===== src/rtl/rle_pkg.sv =====
// rtl/rle_pkg.sv - shared state type and word-field helpers for the RLE video decoder
package rle_pkg;

  typedef enum logic {
    RESTART = 1'b0,
    RUN     = 1'b1
  } state_e;

  // Helpers work on a 32-bit view of a word; callers narrow the result to field width.
  function automatic logic [31:0] end_marker(input int run_w);
    return (32'd1 << run_w) - 32'd1;
  endfunction

  function automatic logic [31:0] run_field(input logic [31:0] word, input int colour_w);
    return word >> colour_w;
  endfunction

  function automatic logic [31:0] colour_field(input logic [31:0] word, input int colour_w);
    return word & ((32'd1 << colour_w) - 32'd1);
  endfunction

endpackage


===== src/rtl/rle_prefetch_fifo.sv =====
// rtl/rle_prefetch_fifo.sv - first-word-fall-through prefetch FIFO with flush
module rle_prefetch_fifo #(
  parameter int  DEPTH = 4,
  parameter int  DW    = 16,
  localparam int AW    = $clog2(DEPTH),
  localparam int CW    = $clog2(DEPTH + 1)
) (
  input  logic          clk,
  input  logic          rst,
  input  logic          push,
  input  logic          pop,
  input  logic          flush,
  input  logic [DW-1:0] din,
  output logic [DW-1:0] dout,
  output logic          full,
  output logic          empty,
  output logic [CW-1:0] count
);

  logic [DW-1:0] mem_q [DEPTH];
  logic [AW-1:0] wr_q, rd_q;
  logic [CW-1:0] count_q;
  logic          do_push, do_pop;

  assign full    = (count_q == CW'(DEPTH));
  assign empty   = (count_q == '0);
  assign count   = count_q;
  assign dout    = mem_q[rd_q];
  assign do_push = push && !full && !flush;
  assign do_pop  = pop && !empty && !flush;

  always_ff @(posedge clk) begin
    if (do_push) mem_q[wr_q] <= din;
  end

  always_ff @(posedge clk or posedge rst) begin
    if (rst) begin
      wr_q    <= '0;
      rd_q    <= '0;
      count_q <= '0;
    end else if (flush) begin
      wr_q    <= '0;
      rd_q    <= '0;
      count_q <= '0;
    end else begin
      if (do_push) wr_q <= wr_q + AW'(1);
      if (do_pop)  rd_q <= rd_q + AW'(1);
      count_q <= count_q + CW'(do_push) - CW'(do_pop);
    end
  end

endmodule


===== src/rtl/rle_video_prefetch.sv =====
// rtl/rle_video_prefetch.sv - run-length video decoder with prefetch FIFO and frame repetition
module rle_video_prefetch
  import rle_pkg::*;
#(
  parameter int  RUN_W      = 10,
  parameter int  COLOUR_W   = 6,
  parameter int  FIFO_DEPTH = 4,
  parameter int  REPEAT     = 2,
  localparam int DW         = RUN_W + COLOUR_W,
  localparam int CW         = $clog2(FIFO_DEPTH + 1)
) (
  input  logic                clk,
  input  logic                rst,
  output logic                read_next,
  output logic                stop_data,
  input  logic                data_ready,
  input  logic [DW-1:0]       data,
  input  logic                next_frame,
  input  logic                next_pixel,
  output logic [COLOUR_W-1:0] colour,
  output logic                save_addr,
  output logic                load_addr,
  output logic                clear_addr,
  output logic [CW-1:0]       fifo_count,
  output logic                underrun
);

  localparam int RW = (REPEAT > 1) ? $clog2(REPEAT) : 1;

  state_e              state_q;
  logic [RUN_W-1:0]    run_q;
  logic [RW-1:0]       rep_q;
  logic [COLOUR_W-1:0] colour_q;
  logic                clear_q, underrun_q;

  logic                full, empty, push, pop, flush, last_rep, starve, dec;
  logic [DW-1:0]       head;
  logic [31:0]         head_ext;
  logic [RUN_W-1:0]    head_run;
  logic [COLOUR_W-1:0] head_colour;
  logic                head_end;

  rle_prefetch_fifo #(.DEPTH(FIFO_DEPTH), .DW(DW)) u_fifo (
    .clk   (clk),
    .rst   (rst),
    .push  (push),
    .pop   (pop),
    .flush (flush),
    .din   (data),
    .dout  (head),
    .full  (full),
    .empty (empty),
    .count (fifo_count)
  );

  assign head_ext    = 32'(head);
  assign head_run    = RUN_W'(run_field(head_ext, COLOUR_W));
  assign head_colour = COLOUR_W'(colour_field(head_ext, COLOUR_W));
  assign head_end    = (head_run == RUN_W'(end_marker(RUN_W)));

  assign last_rep  = (rep_q == RW'(REPEAT - 1));
  assign stop_data = (state_q == RESTART) || (next_frame && !last_rep);
  assign read_next = !stop_data && !full;
  assign push      = read_next && data_ready;

  assign colour     = colour_q;
  assign clear_addr = clear_q;
  assign underrun   = underrun_q;

  // Frame strobes take priority; a pixel strobe in the same cycle is dropped.
  always_comb begin
    pop       = 1'b0;
    flush     = 1'b0;
    save_addr = 1'b0;
    load_addr = 1'b0;
    starve    = 1'b0;
    dec       = 1'b0;
    if (state_q == RESTART) begin
      flush     = 1'b1;
      save_addr = next_frame;
    end else if (next_frame) begin
      save_addr = last_rep;
      load_addr = !last_rep;
      flush     = !last_rep;
    end else if (run_q == '0 && !empty) begin
      pop = 1'b1;
    end else if (next_pixel && run_q == RUN_W'(1)) begin
      pop    = !empty;
      starve = empty;
    end else if (next_pixel && run_q == '0) begin
      starve = 1'b1;
    end else if (next_pixel) begin
      dec = 1'b1;
    end
  end

  always_ff @(posedge clk or posedge rst) begin
    if (rst) begin
      state_q    <= RESTART;
      run_q      <= '0;
      rep_q      <= '0;
      colour_q   <= '0;
      clear_q    <= 1'b1;
      underrun_q <= 1'b0;
    end else begin
      underrun_q <= starve;
      if (state_q == RESTART) begin
        colour_q <= '0;
        rep_q    <= '0;
        clear_q  <= 1'b1;
        if (next_frame) begin
          state_q <= RUN;
          clear_q <= 1'b0;
          run_q   <= '0;
        end
      end else begin
        if (save_addr) rep_q <= '0;
        if (load_addr) begin
          rep_q <= rep_q + RW'(1);
          run_q <= '0;
        end
        if (starve) run_q <= '0;
        if (dec)    run_q <= run_q - RUN_W'(1);
        // A zero run only loads a colour; the next word is popped on the following cycle.
        if (pop) begin
          if (head_end) begin
            state_q <= RESTART;
            clear_q <= 1'b1;
          end else begin
            colour_q <= head_colour;
            run_q    <= head_run;
          end
        end
      end
    end
  end

endmodule


===== config.mk =====
export PLATFORM = sky130hd
export DESIGN_NAME = rle_video_prefetch
export DESIGN_NICKNAME = d
export VERILOG_FILES = /design/src/rtl/rle_pkg.sv /design/src/rtl/rle_prefetch_fifo.sv /design/src/rtl/rle_video_prefetch.sv
export SDC_FILE = /design/constraint.sdc
export NUM_CORES = 1
export LEC_CHECK = 0
export ABC_CLOCK_PERIOD_IN_PS = 2900
export BUFFER_PORTS_ARGS = -buffer_cell sky130_fd_sc_hd__buf_2
export CAP_MARGIN = 10
export CORE_UTILIZATION = 46
export DETAILED_ROUTE_END_ITERATION = 10
export PLACE_DENSITY = 0.78
export SLEW_MARGIN = 10
export SYNTH_ARGS = -nofsm -noshare
export SYNTH_HDL_FRONTEND = slang
export SYNTH_SLANG_ARGS = --single-unit
export TNS_END_PERCENT = 10

===== constraint.sdc =====
create_clock -name clk -period 2.9 [get_ports clk]
set_input_delay 0.435 -clock clk [delete_from_list [all_inputs] [get_ports clk]]
set_output_delay 0.435 -clock clk [all_outputs]
set_load 0.01 [all_outputs]

# Word level (Yosys, flattened, before mapping)
# Memory sizes are Yosys's and may differ from the RTL's.
# Index checks and enable logic that the tools add are counted.
[word_totals] mem_bits_ro=0 word_cells=95 mem_count=1 out_inout_bits=15 latch_bits=0 input_bits=21 ff_bits=27 ram_bits=64
[memory_table] name="u_fifo.mem_q" depth=4 word_bits=16 rd=1 rd_clocked_by_memory_dff=0 write_ports=1 line_no="rle_prefetch_fifo.sv:20" text="logic [DW-1:0] mem_q [DEPTH];"
[op_classes] n_addsub=6 magnitude_cmp=0 n_mul=0 n_reduce_logical=23 bitwise_logic=1 eq_ne=7 shift=0 mux=48 div_mod_pow=0
[ops] op="$mux 10" n=7
[ops] op="$mux 1" n=33
[ops] op="$mux 6" n=3
[ops] op="$eq 10x1->1 const B" n=1
[ops] op="$eq 10x10->1 const B" n=1
[ops] op="$logic_and 1x1->1" n=10
[ops] op="$logic_not 10->1" n=1
[ops] op="$sub 10x1->10 const B" n=1
[ops] op="$mux 2" n=4
[ops] op="$reduce_bool 2->1" n=3
[ops] op="$logic_not 1->1" n=5
[ops] op="$add 2x1->2 const B" n=2
[ops] op="$ne 2x1->1 const B" n=2
[ops] op="$reduce_and 2->1" n=2
[ops] op="$add 3x1->3" n=1
[ops] op="$eq 3x3->1 const B" n=1
[ops] op="$logic_not 3->1" n=1
[ops] op="$mux 3" n=1
[ops] op="$ne 3x3->1 const B" n=1
[ops] op="$sub 3x1->3" n=1
[ops] op="$ne 2x2->1 const B" n=1
[ops] op="$add 1x1->1 const B" n=1
[ops] op="$logic_or 1x1->1" n=1
[ops] op="$not 1->1" n=1

# Logic depth before layout (Yosys ltp)
# Gate-level depths: netlist of run 1.
[depth] word_depth=12 ltp_mapped=13 mapped_depth_nobuf=13

# By module
# A second synthesis of run 1 with hierarchy kept.
[unflattened] cells_unflattened=295 hier_area_um2=4187.8
[by_module_without_submodules] mod="rle_prefetch_fifo" n_inst=1 area_per_inst_um2=2816.5 cells_per_inst=132 seq_area_each_um2=2097.0
[by_module_without_submodules] mod="rle_video_prefetch" n_inst=1 area_per_inst_um2=1371.3 cells_per_inst=163 seq_area_each_um2=501.7

# Worst setup path after synthesis of run 1
# OpenSTA, ideal clock, no wires.
[synth_timing] path_type="register to register" start="register run_q[3]" end="register u_fifo.count_q[2], in the netlist u_fifo.count[2]" setup_slack_ns=0.170 path_buffers=1 arrival_time_ns=2.604 setup_ns=0.127 path_stages_with_launch=13 path_cell_list="dfrtp_1 > buf_6 > nor4_4 > nand4b_1 > nor4_4 > ha_1 > inv_1 > ha_1 > inv_1 > fa_1 > xor2_1 > xnor2_1 > nor2_1"
[synth_between] elab_chain_len=10 word_cells_on_any_way=12
[synth_rtl] element="start: declaration" line_no="rle_video_prefetch.sv:31" text="logic [RUN_W-1:0] run_q;"
[synth_rtl] element="start signal: assignment" line_no="rle_video_prefetch.sv:123" text="if (dec) run_q <= run_q - RUN_W'(1);"
[synth_rtl] element="start signal: assignment" line_no="rle_video_prefetch.sv:131" text="run_q <= head_run;"
[synth_rtl] element="$eq 10x1->1" line_no="rle_video_prefetch.sv:87" text="end else if (next_pixel && run_q == RUN_W'(1)) begin"
[synth_rtl] element="$logic_and 1x1->1" line_no="rle_video_prefetch.sv:87"
[synth_rtl] element="$mux 1" line_no="rle_video_prefetch.sv:87"
[synth_rtl] element="$mux 1 *" line_no="rle_video_prefetch.sv:85" text="end else if (run_q == '0 && !empty) begin"
[synth_rtl] element="$mux 1 *" line_no="rle_video_prefetch.sv:81" text="end else if (next_frame) begin"
[synth_rtl] element="$mux 1 *" line_no="rle_video_prefetch.sv:78" text="if (state_q == RESTART) begin"
[synth_rtl] element="$logic_and 1x1->1 * (2 in series)" line_no="rle_prefetch_fifo.sv:30" text="assign do_pop = pop && !empty && !flush;"
[synth_rtl] element="$sub 3x1->3 *" line_no="rle_prefetch_fifo.sv:48" text="count_q <= count_q + CW'(do_push) - CW'(do_pop);"
[synth_rtl] element="$mux 3 *" line_no="rle_prefetch_fifo.sv:41" text="end else if (flush) begin"
[synth_rtl] element="end signal: assignment" line_no="rle_prefetch_fifo.sv:48"
[synth_rtl] element="end: declaration" line_no="rle_prefetch_fifo.sv:22" text="logic [CW-1:0] count_q;"
# Every way passes the cells marked *; elsewhere a longest branch is shown, timed or not.
# A chain may end at the register's enable or synchronous reset.

# Worst setup path in the final report of run 1
[layout_timing] start="register run_q[0]" end="register u_fifo.count_q[2], in the netlist u_fifo.count[2]"
# The elaborated chain is that of the path after synthesis.

==> results of run 1 <==
==> how the worst max path moves through the flow <==
stage	endpoint	slack [ns]	cells past startpoint
floorplan	u_fifo.count[2]	0.17	12
global placement	u_fifo.count[2]	0.28	13
detailed placement	u_fifo.count[2]	0.20	13
CTS	u_fifo.count[2]	0.19	13
global route	u_fifo.count[2]	0.06	13
finish	u_fifo.count[2]	0.27	13
==> repair_timing <==
item / CTS / global route
endpoints found under the hold margin: 0 / 0
endpoints found under the setup margin: 0 / 1
gates resized for setup: 0 / 1
==> routing by layer <==
layer,track usage [%],vias up,wire [um]
li1,-,1229,-
met1,22.8,1291,3440
met2,30.7,80,4120
met3,4.01,11,401
met4,7.69,0,99
met5,0,-,0
==> report_power, final <==
part	switching [mW]	internal [mW]	total, mW
registers	0.192	1.70	1.89
logic	0.872	0.719	1.59
clock network	0.463	0.501	0.963
total	1.53	2.92	4.44
==> state kept, by name (all words and copies together), names as in the netlist <==
name / count
u_fifo.count: 3
last_rep: 1
underrun: 1
u_fifo.wr_q: 2
run_q: 10
state_q: 1
clear_addr: 1
u_fifo.mem_q: 64
colour: 6
u_fifo.rd_q: 2
==> cell type report <==
cell class              instances  area (sq um)
clock inverters                 7           113
fillers                       721          4040
flip-flops and latches         91          2600
well taps                     108           135
repair buffers                 50           288
inverters                      16          60.1
multi-input cells             174          1490
clock buffers                   9           124
==> metrics by stage <==
step	worst slack, ns	instances	hold WS (ns)
final	0.274	455	0.287
after floorplan	0.170	296	0.479
after global placement	0.284	439	0.493
after global routing	0.0616	455	0.271
after CTS	0.186	455	0.270
after detailed placement	0.202	439	0.512
==> cell usage after synthesis (3+ instances only) <==
library cell,number
nand4_1,6
ha_1,9
inv_1,16
nor2_1,17
and3_1,3
buf_6,3
a21oi_1,13
nand3_1,6
o21a_1,3
mux2i_1,8
clkbuf_1,6
nand2_1,22
nand3b_1,4
or3_1,3
edfxtp_1,64
and2_1,5
nor3_1,9
mux4_1,14
xnor2_1,5
dfrtp_1,26
o21ai_0,6
==> cells by family (layout without fill, tap and decap cells) <==
| family | count (synthesis) | after routing |
|---|---|---|
| AO/OA/AOI/OAI | 46 | 46 |
| XOR/XNOR | 7 | 7 |
| adder cells (fa/ha/maj) | 10 | 10 |
| buffers and inverters | 31 | 82 |
| flip-flops | 91 | 91 |
| multiplexers | 24 | 24 |
| AND/OR/NAND/NOR | 87 | 87 |
==> placed cells by master (no fill, tap or decap), types with 2 or more instances in the layout <==
master and n:
buf_4 15, mux2i_1 8, mux4_1 14, nand2_1 22
o21a_1 3, xor2_1 2, bufinv_16 2, nand3_1 6
buf_2 35, dfrtp_1 25, o21ai_0 6, a21oi_1 13
a221oi_1 2, clkbuf_8 9, o22ai_1 2, a31oi_1 2
nand4_1 6, or3_1 3, a211o_1 2, nor4_1 2
inv_1 16, nor3_1 9, xnor2_1 5, and3_1 3
o221ai_1 2, nor4_4 2, a211oi_2 2, nor2_1 17
o211ai_1 2, and2_1 5, clkinv_4 2, edfxtp_1 64
o21ai_1 2, ha_1 9, nand3b_1 4, mux4_2 2
==> flow_summary.toml, run 1 <==
[cells_and_area]
nNetsFinal = 373
antenna_cells = 0
design_area_sq_um = 4810
drive_gt1_share_pct = 22.5
area_delta_synth_final_pct = 13.1
fin_util_pct = 54.3

[critical_path]
worst-path-buf-inv = 3
cpMaxStageDelayCell = "dfrtp_2"
slowest_delay_ns = 0.46
rrSetupSlack_ns = 0.27
crit_chain = "inv_1 > ha_1 > a21oi_1 > nand4b_1 > nor4_4 > ha_1 > inv_1 > ha_1 > inv_1 > fa_1 > xor2_1 > xnor2_1 > nor2_1"
startpoint_type = "flip-flop"
r2r-start = "run_q[0]"
cp.arrival_ns = 2.88
rr_worst_depth = 13
crit_start = "run_q[0]"
crit_path_max_fanout = 6
worstSetupEndpointType = "flip-flop"
cp_top_family = "adder cells"
worstSetupPathType = "flip-flop to flip-flop"
worstReg2RegEnd = "u_fifo.count[2]"
cp.required_ns = 3.15

[logic_synthesis]
synth_top_area_share_pct = 45.2
synth.distinct_cells = 55
synth_area_leaders = "edfxtp_1 45%, dfrtp_1 15%, mux4_1 8.7%"
yosysSeqAreaShare_pct = 61.1
synth_seq_cells = 91
post-synth-top-area-cell = "edfxtp_1"
synth_xor_area_share_pct = 1.44
syn_avg_cell_area_sq_um = 14.4
synthesis.area_sq_um = 4250
synthAdderAreaFrac_pct = 3.12
yosys_warnings = 0
synth.area.mux_share_pct = 11.6
synth_edf_count = 64
synth_top_family_by_area = "multiplexers"
synthSimpleGateAreaFrac_pct = 11.5
syn-num-nets = 327
ys.flop_type = "edfxtp_1"
synth_compound_area_share_pct = 7.33
async_flop_share_pct = 29.7
syn_inst = 296

[power_and_ir_drop]
fin_total_pwr_mw = 4.44
p_leak_nw = 1.91
power_density_nw_per_um2 = 924
irDropWorstVdd_v = 0.000582

[clocking]
numCtsBuffers = 9
cts_tree = "built"
insertion_delay_ns = 0.36
postCtsHoldBufs = 0
cts_num_sinks = 91
cts_root_buffer = "clkbuf_8"
cts_setup_buffers = 0
clk_pin_slew_worst_paths_ns = 0.10
htree_levels = 3
clockBufferDepth = 2

[placed_design]
place_hpwl_um = 5730
detailed_place.area_sq_um = 4570
place_congestion = 0.854
port_buffers = 35

[sta]
layout_min_cycle_time_ns = 2.63
hold_violations = 0
finalSetupViolations = 0
worst_slew_margin_rel_pct = 28.1
finClkSkew_ns = 0.0115
rsz0062_at_grt = "false"
fmax_ghz = 0.381
setup_tns_ns = 0
report.final.slew_viol_count = 0
tightest_slew_ns = 1.08
finalCritPeriodShare_pct = 90.6

[floorplanning]
start_util_pct = 48.0
die-area_sq_um = 9630
die_w_um = 98.1
fp.dieH_um = 98.1
std_cell_rows = 34
coreArea_sq_um = 8850
io_pins = 36

[detailed_routing]
first_pass_iters = 5
remaining_drc_errors = 0
drt-initial-drc-count = 117
vias = 2611
ant_nets = 0
wirelength_um = 8060
post_drt_wl_per_cell_um = 17.7
viasPerCell = 5.74

[min_path]
min_from = "data[4]"
hold_depth = 1
holdPathEnd = "u_fifo.mem_q[3][4]"
hold_class = "input port to flip-flop"

[global_routing]
grt_max_degree = 28
grt-ovfl-total = 0
grt_pass1_wl_um = 13200
antenna_found_initial = 0
grt_usage_pct = 18.2
first_global_vias = 2632

[run_status]
status = "finished clean"

[run]
cap_violations = 0
Power figures use the tool's default switching activity.
==> inputs of run 2 (changes only) <==
PLACE_DENSITY = 0.63   (was 0.78)
==> flow_summary.toml, run 2 (synthesis gave the netlist of run 1 again) <==
[global_routing]
grtUsageMet1_pct = 26.0
grt_pass1_wl_um = 13500
globalRoute.busiestLayer = "met2"
antenna_found_initial = 0
grt_usage_pct = 18.8
grtUsageMet2_pct = 28.8
met3_usage_pct = 3.94
grt_max_degree = 28
first_global_vias = 2574
grt-ovfl-total = 0

[critical_path]
worstSetupEndpointType = "flip-flop"
startpoint_type = "flip-flop"
cp.required_ns = 3.15
worstSetupPathType = "flip-flop to flip-flop"
crit_path_max_fanout = 4
cp.arrival_ns = 2.87

[power_and_ir_drop]
power_density_nw_per_um2 = 915
power_switching_mw = 1.55
switching_share_pct = 35.2
p_int_mw = 2.84
irDropWorstVdd_v = 0.000406
share_comb_of_total_power_pct = 35.6
fin_total_pwr_mw = 4.39
p_leak_nw = 1.91
seqPwrFrac_pct = 43.6
p_clk_share_pct = 20.9

[cells_and_area]
mostFrequentLayoutCells = "64 x edfxtp_1, 35 x buf_2, 26 x dfrtp_1"
fin_cells = 456
fill_cells = 746
nNetsFinal = 374
area_delta_synth_final_pct = 12.8
antenna_cells = 0
drive_gt1_share_pct = 22.4
final_common_cell = "edfxtp_1"
fin_util_pct = 54.2
largest-register = "u_fifo.mem_q"
largest_reg_flops = 64

[placed_design]
place_hpwl_um = 5530
place_inst = 440
port_buffers = 35
place_congestion = 0.851

[clocking]
insertion_delay_ns = 0.36
cts_root_buffer = "clkbuf_8"
cts_num_sinks = 91
postCtsHoldBufs = 0
htree_levels = 3
numCtsBuffers = 9
clockBufferDepth = 2
clk_pin_slew_worst_paths_ns = 0.10
cts_tree = "built"

[sta]
tightest_slew_ns = 0.685
rsz0062_at_grt = "false"
hold_slack_ns = 0.119
hold_violations = 0
finClkSkew_ns = 0.00686
finalCritPeriodShare_pct = 90.5
setup_tns_ns = 0
report.final.slew_viol_count = 0
fmax_ghz = 0.381
worst_slew_margin_rel_pct = 54.1
finalSetupViolations = 0
layout_min_cycle_time_ns = 2.63

[floorplanning]
die-area_sq_um = 9630
std_cell_rows = 34
fp.dieH_um = 98.1
coreArea_sq_um = 8850
start_util_pct = 48.0
die_w_um = 98.1
io_pins = 36

[run]
cap_violations = 0

[detailed_routing]
first_pass_iters = 8
remaining_drc_errors = 1
viasPerCell = 5.55
wirelength_um = 8070
post_drt_wl_per_cell_um = 17.7
vias = 2531
drt-initial-drc-count = 162
ant_nets = 0

[min_path]
hold_class = "input port to asynchronous set/reset pin"

[run_status]
violations = "DRC"
status = "complete, but fails checks"
## run 2: cell count changes in the layout (fill, tap and decap cells not counted)
cell        before  now
inv_8            1    2
buf_4           15   16
bufinv_16        2    1
inv_6            0    1
dfrtp_2          1    0
clkinvlp_4       1    0
dfrtp_1         25   26
## run 2: worst max-delay path, stage by stage (launching register included)
cell	delay (ns)
dfrtp_1	0.41
inv_1	0.13
ha_1	0.16
a21oi_1	0.10
nand4b_1	0.28
nor4_4	0.20
ha_1	0.27
inv_1	0.06
ha_1	0.13
inv_1	0.05
fa_1	0.37
xor2_1	0.18
xnor2_1	0.14
nor2_1	0.05
## run 2: what timing repair did
action                                  in CTS  in global routing
endpoints found under the setup margin       0                  1
buffers inserted                             0                  0
resized for setup                            0                  0
## run 2: cell type report
class                   instances  area (sq um)  area share [%]
repair buffers                 51           295            6.16
clock inverters                 7          95.1            1.98
clock buffers                   9           124            2.58
well taps                     108           135            2.82
inverters                      16          60.1            1.25
flip-flops and latches         91          2600            54.2
multi-input cells             174          1490            31.0
## run 2: path summary, 6_finish.rpt
check                               start             endpoint  slack [ns]  cells past startpoint
worst max-delay path             run_q[1]      u_fifo.count[2]        0.27                     13
worst min-delay path                  rst            colour[3]        0.12                      3
worst max register to register   run_q[1]      u_fifo.count[2]        0.27                     13
worst min register to register  colour[0]            colour[0]        0.53                      2
max in group asynchronous             rst           clear_addr        2.46                      3
min in group clk                 data[11]  u_fifo.mem_q[2][11]        0.28                      1
## run 2: metal layers
layer	routed length (um)	part of all wire, %
met1	3660	45
met2	3880	48
met3	415	5.1
met4	126	1.6
met5	0	0
## run 2: through the flow
| stage | instance area (sq um) | setup WS (ns) |
|---|---|---|
| 2_1_floorplan | 4250 | 0.170 |
| 3_3_place_gp | 4580 | 0.290 |
| 3_5_place_dp | 4580 | 0.188 |
| 4_1_cts | 4790 | 0.177 |
| 5_1_grt | 4790 | 0.0460 |
| 6_report | 4790 | 0.274 |
## run 2: power by group through the flow
stage | sequential (mW) | combinational, mW | clock (mW)
after detailed placement | 1.94 | 1.56 | 0
final | 1.91 | 1.56 | 0.915
after CTS | 1.91 | 1.57 | 0.942
after floorplan | 1.88 | 1.18 | 0
after global routing | 1.95 | 1.74 | 0.993
after global placement | 1.93 | 1.55 | 0
